$ cat config.mk
export PLATFORM = sky130hd
export DESIGN_NAME = pipe_result_collector
export DESIGN_NICKNAME = d
export VERILOG_FILES = /design/src/rtl/pipe_result_collector.sv
export SDC_FILE = /design/constraint.sdc
export NUM_CORES = 1
export LEC_CHECK = 0
export ABC_AREA = 0
export BUFFER_PORTS_ARGS = -buffer_cell sky130_fd_sc_hd__buf_2
export CORE_UTILIZATION = 30
export DETAILED_ROUTE_END_ITERATION = 10
export GPL_TIMING_DRIVEN = 0
export HOLD_SLACK_MARGIN = 0.06
export PLACE_DENSITY_LB_ADDON = 0.25
export SYNTH_ARGS = -nofsm -noshare
export SYNTH_HDL_FRONTEND = slang
export SYNTH_SLANG_ARGS = --single-unit
$ cat constraint.sdc
create_clock -name clk -period 1.89 [get_ports clk]
set_input_delay 0.0945 -clock clk [delete_from_list [all_inputs] [get_ports clk]]
set_output_delay 0.0945 -clock clk [all_outputs]
set_load 0.02 [all_outputs]
$ cat src/rtl/pipe_result_collector.sv
// Collects F results from the fixed-latency pipe_ex datapath into a credit-gated FIFO.
// Optional PIPE_RESULT_COUNT_EN adds a 16-bit count of results handed to the consumer.
module pipe_result_collector #(
    parameter int N     = 10,
    parameter int LAT   = 3,
    parameter int DEPTH = 4,
    parameter int AW    = 2
) (
    input  logic          clk,
    input  logic          rst_n,
    input  logic          issue_valid,
    output logic          issue_ready,
    input  logic [N-1:0]  pipe_f,
    output logic [N-1:0]  out_data,
    output logic          out_valid,
    input  logic          out_ready,
    output logic [AW:0]   level
`ifdef PIPE_RESULT_COUNT_EN
    ,
    output logic [15:0]   result_count
`endif
);
    localparam logic [AW:0] FULL = (AW+1)'(DEPTH);

    logic [LAT-1:0] vsr;
    logic [AW:0]    total;
    logic [AW:0]    count;
    logic [AW-1:0]  wr_ptr;
    logic [AW-1:0]  rd_ptr;
    logic [N-1:0]   mem [DEPTH];
    logic           fire;
    logic           pop;
    logic           wr;

    assign fire        = issue_valid & issue_ready;
    assign pop         = out_valid & out_ready;
    assign wr          = vsr[LAT-1];
    // Ready depends on registered credit only, so out_ready never reaches it combinationally
    assign issue_ready = (total != FULL);
    assign out_valid   = (count != '0);
    assign level       = count;
    assign out_data    = mem[rd_ptr];

    // Shadow of pipe_ex: a 1 at the top means pipe_f currently holds a fired set's F
    always_ff @(posedge clk or negedge rst_n) begin
        if (!rst_n) begin
            vsr <= '0;
        end else begin
            vsr[0] <= fire;
            for (int i = 1; i < LAT; i++) vsr[i] <= vsr[i-1];
        end
    end

    always_ff @(posedge clk or negedge rst_n) begin
        if (!rst_n) begin
            total <= '0;
        end else begin
            case ({fire, pop})
                2'b10:   total <= total + 1'b1;
                2'b01:   total <= total - 1'b1;
                default: total <= total;
            endcase
        end
    end

    always_ff @(posedge clk or negedge rst_n) begin
        if (!rst_n) begin
            wr_ptr <= '0;
            rd_ptr <= '0;
            count  <= '0;
            for (int i = 0; i < DEPTH; i++) mem[i] <= '0;
        end else begin
            if (wr) begin
                mem[wr_ptr] <= pipe_f;
                wr_ptr      <= wr_ptr + 1'b1;
            end
            if (pop) rd_ptr <= rd_ptr + 1'b1;
            case ({wr, pop})
                2'b10:   count <= count + 1'b1;
                2'b01:   count <= count - 1'b1;
                default: count <= count;
            endcase
        end
    end

`ifdef PIPE_RESULT_COUNT_EN
    always_ff @(posedge clk or negedge rst_n) begin
        if (!rst_n)   result_count <= '0;
        else if (pop) result_count <= result_count + 16'd1;
    end
`endif

endmodule

==> flow_metrics.tcl <==
set metrics [dict create \
    worst_setup_path_end_kind "flop" \
    finalHoldViolCount 0 \
    die_x_um 90.6 \
    dieHeight_um 90.6 \
    final_core_util_pct 38.0 \
    slew_violations 0 \
    vdd_drop_max_uv 745 \
    portBuffers 28 \
    placed_area_sq_um 2620 \
    slew-limit-headroom_pct 21.1 \
    synth_top_area_share_pct 56.3 \
    nets 215 \
    clock_insertion_delay_worst_skew_ns 0.30 \
    cp.required_ns 2.12 \
    p_switching_uw 1770 \
    wl_per_cell_um 13.7 \
    initial_core_util_pct 31.8 \
    arrival_ns 1.98 \
    antenna_found_initial 0 \
    tightest_slew_ns 1.18 \
    syn_avg_cell_area_sq_um 15.9 \
    viasPerCell 4.43 \
    antennaDiodeCount 0 \
    ys_ff_latch 53 \
    rr_endpoint "level[2]" \
    crit_chain "o31a_1 > ha_2 > inv_1 > fa_1 > xor2_1 > nor2_1 > xor2_1" \
    cap_violations 0 \
    p_comb_share_pct 47.0 \
    coreArea_sq_um 7410 \
    grt_max_degree 54 \
    crit_top_cell "xor2_1" \
    p_sw_share_pct 35.6 \
    postRouteAntennaNets 0 \
    met1_usage_pct 14.0 \
    cp_max_fo 4 \
    hold_path.class "input port to async pin" \
    yosysSeqAreaShare_pct 56.3 \
    path_clk_slew_ns 0.09 \
    io_pins 29 \
    routed-via-count 1299 \
    htreeDepth 2 \
    rr_startpoint "level[2]" \
    fin_worst_skew_ns 0.00452 \
    die_area_sq_um 8210 \
    synth_area_leaders "dfrtp_1, mux2_2, mux4_2, ha_1, mux4_1" \
    cts.sinks 53 \
    filler_cell_count 721 \
    clockPowerShare_pct 12.8 \
    drcViolationCount 0 \
    reg2reg_slack_ns 0.13 \
    netlist_area_sq_um 2360 \
    ys_types 21 \
    grt_setup_unrepaired "yes" \
    crit_path_start_kind "flop" \
    power_density_nw_per_um2 1770 \
    grt_pass1_vias 1375 \
    setup_viol 0 \
    wirelength_um 4020 \
    p_int_uw 3210 \
    r2r_cells 7 \
    dp_hpwl_um 2570 \
    final_common_cell "dfrtp_1" \
    use_met2_pct 17.6 \
    yosys_warnings 0 \
    rows 31 \
    p_leak_uw 0.00124 \
    grt_pass1_wl_um 6860 \
    busiest_layer "met2" \
    outcome "finished clean" \
    cts_tree "yes" \
    grt_overflow 0 \
    final_cell_mix "dfrtp_1, mux2_2, buf_2" \
    final_area_sq_um 2810 \
    area_growth_pct 19.4 \
    grt_usage_pct 10.8 \
    clock_path_buffers 2 \
    clock.fmax_ghz 0.569 \
    slowest_stage "dfrtp_1" \
    synth_nets 170 \
    yosys.area.top_type "dfrtp_1" \
    clockRootBuffer "clkbuf_8" \
    period_minus_slack_ns 1.76 \
    slowest_delay_ns 0.41 \
    grt_util_met3_pct 3.11 \
    min_period_over_period_pct 92.9 \
    worstSetupPathType "flop to flop" \
    cts_buffers 5 \
    p_seq_share_pct 40.3 \
    first_pass_iters 4 \
    syn_inst 148 \
    gp_congestion 0.677 \
    drt_iter0_drc 54 \
    final_layout_size_suffix_gt1_share_pct 51.0 \
]
-- final cells by class --
class | count | area (sq um) | share of cell area, %
flip-flops and latches | 53 | 1330 | 47.2
plain buffers | 3 | 23.8 | 0.845
well taps | 99 | 124 | 4.40
clock inverters | 3 | 21.3 | 0.756
clock buffers | 5 | 68.8 | 2.45
repair buffers | 38 | 233 | 8.27
multi-input cells | 83 | 982 | 34.9
inverters | 9 | 33.8 | 1.20
-- power groups by stage --
stage	Combinational [uW]	Sequential, uW	Clock (uW)
5_1_grt	2560	2080	716
3_3_place_gp	2290	2020	0
6_report	2340	2010	636
2_1_floorplan	1780	1980	0
3_5_place_dp	2330	2030	0
4_1_cts	2330	2010	673
-- logic make-up (layout without fill, tap and decap cells) --
family,Yosys count,after routing,synth area share [%]
compound gates,2,2,0.584
simple gates,12,12,2.60
buf+inv,12,58,2.44
fa+ha+maj,8,8,4.89
xor+xnor,9,9,3.35
mux,52,52,29.8
flops,53,53,56.3
-- layer usage --
layer	part of all wire, %	vias to the layer above
li1	-	613
met1	48	651
met2	47	28
met3	4.4	7
met4	0.99	0
met5	0	-
-- Yosys cell counts --
library cell  instances
nor2_1                2
nand3_1               1
nand2_2               4
o31a_1                1
mux2i_1               2
nand2_1               3
ha_1                  6
xnor2_1               3
buf_4                 1
xor2_1                6
mux4_2                8
dfrtp_1              53
o21ai_0               1
mux2_2               40
and2_1                1
inv_1                 9
mux4_1                2
fa_1                  2
or3_1                 1
buf_2                 1
buf_6                 1
-- metrics by stage --
stage / worst slack (ns) / setup TNS (ns) / power (uW) / instances / hold WS [ns]
CTS: 0.0373 / 0 / 5010 / 290 / 0.0600
global route: -0.0151 / -0.0151 / 5350 / 293 / 0.0631
global placement: 0.0701 / 0 / 4310 / 275 / 0.326
detailed placement: 0.0629 / 0 / 4360 / 275 / 0.328
floorplan: 0.0213 / 0 / 3760 / 148 / -0.201
finish: 0.134 / 0 / 4990 / 293 / 0.0248
-- repair_timing --
action,4_1_cts,5_1_grt
buffers inserted,0,3
hold buffers,7,0
endpoints found under the setup margin,0,2
gates resized for setup,0,5
endpoints found under the hold margin,15,0
-- flip-flops by register name, indices dropped and copies added, names as in the netlist --
register	cells
level	3
mem	40
rd_ptr	2
wr_ptr	2
total	3
vsr	3
-- worst max-delay path: cells and delay by family, from the launching register on --
kind / cells / cell delay, ns
adders and majority gates: 2 / 0.59
DFF: 1 / 0.41
xor gates and xnor gates: 2 / 0.30
AOI/OAI and AO/OA: 1 / 0.23
and+or+nand+nor: 1 / 0.12
buffers and inverters: 1 / 0.05
-- how the worst max path moves through the flow --
stage	startpoint	endpoint	slack (ns)	depth (start not counted)
2_1_floorplan	total[0]	total[2]	0.02	9
3_3_place_gp	level[0]	level[2]	0.07	7
3_5_place_dp	level[0]	level[2]	0.06	7
4_1_cts	level[0]	level[2]	0.04	7
5_1_grt	level[0]	level[2]	-0.02	7
6_report	level[2]	level[2]	0.13	7
(Power assumes the default switching activity.)
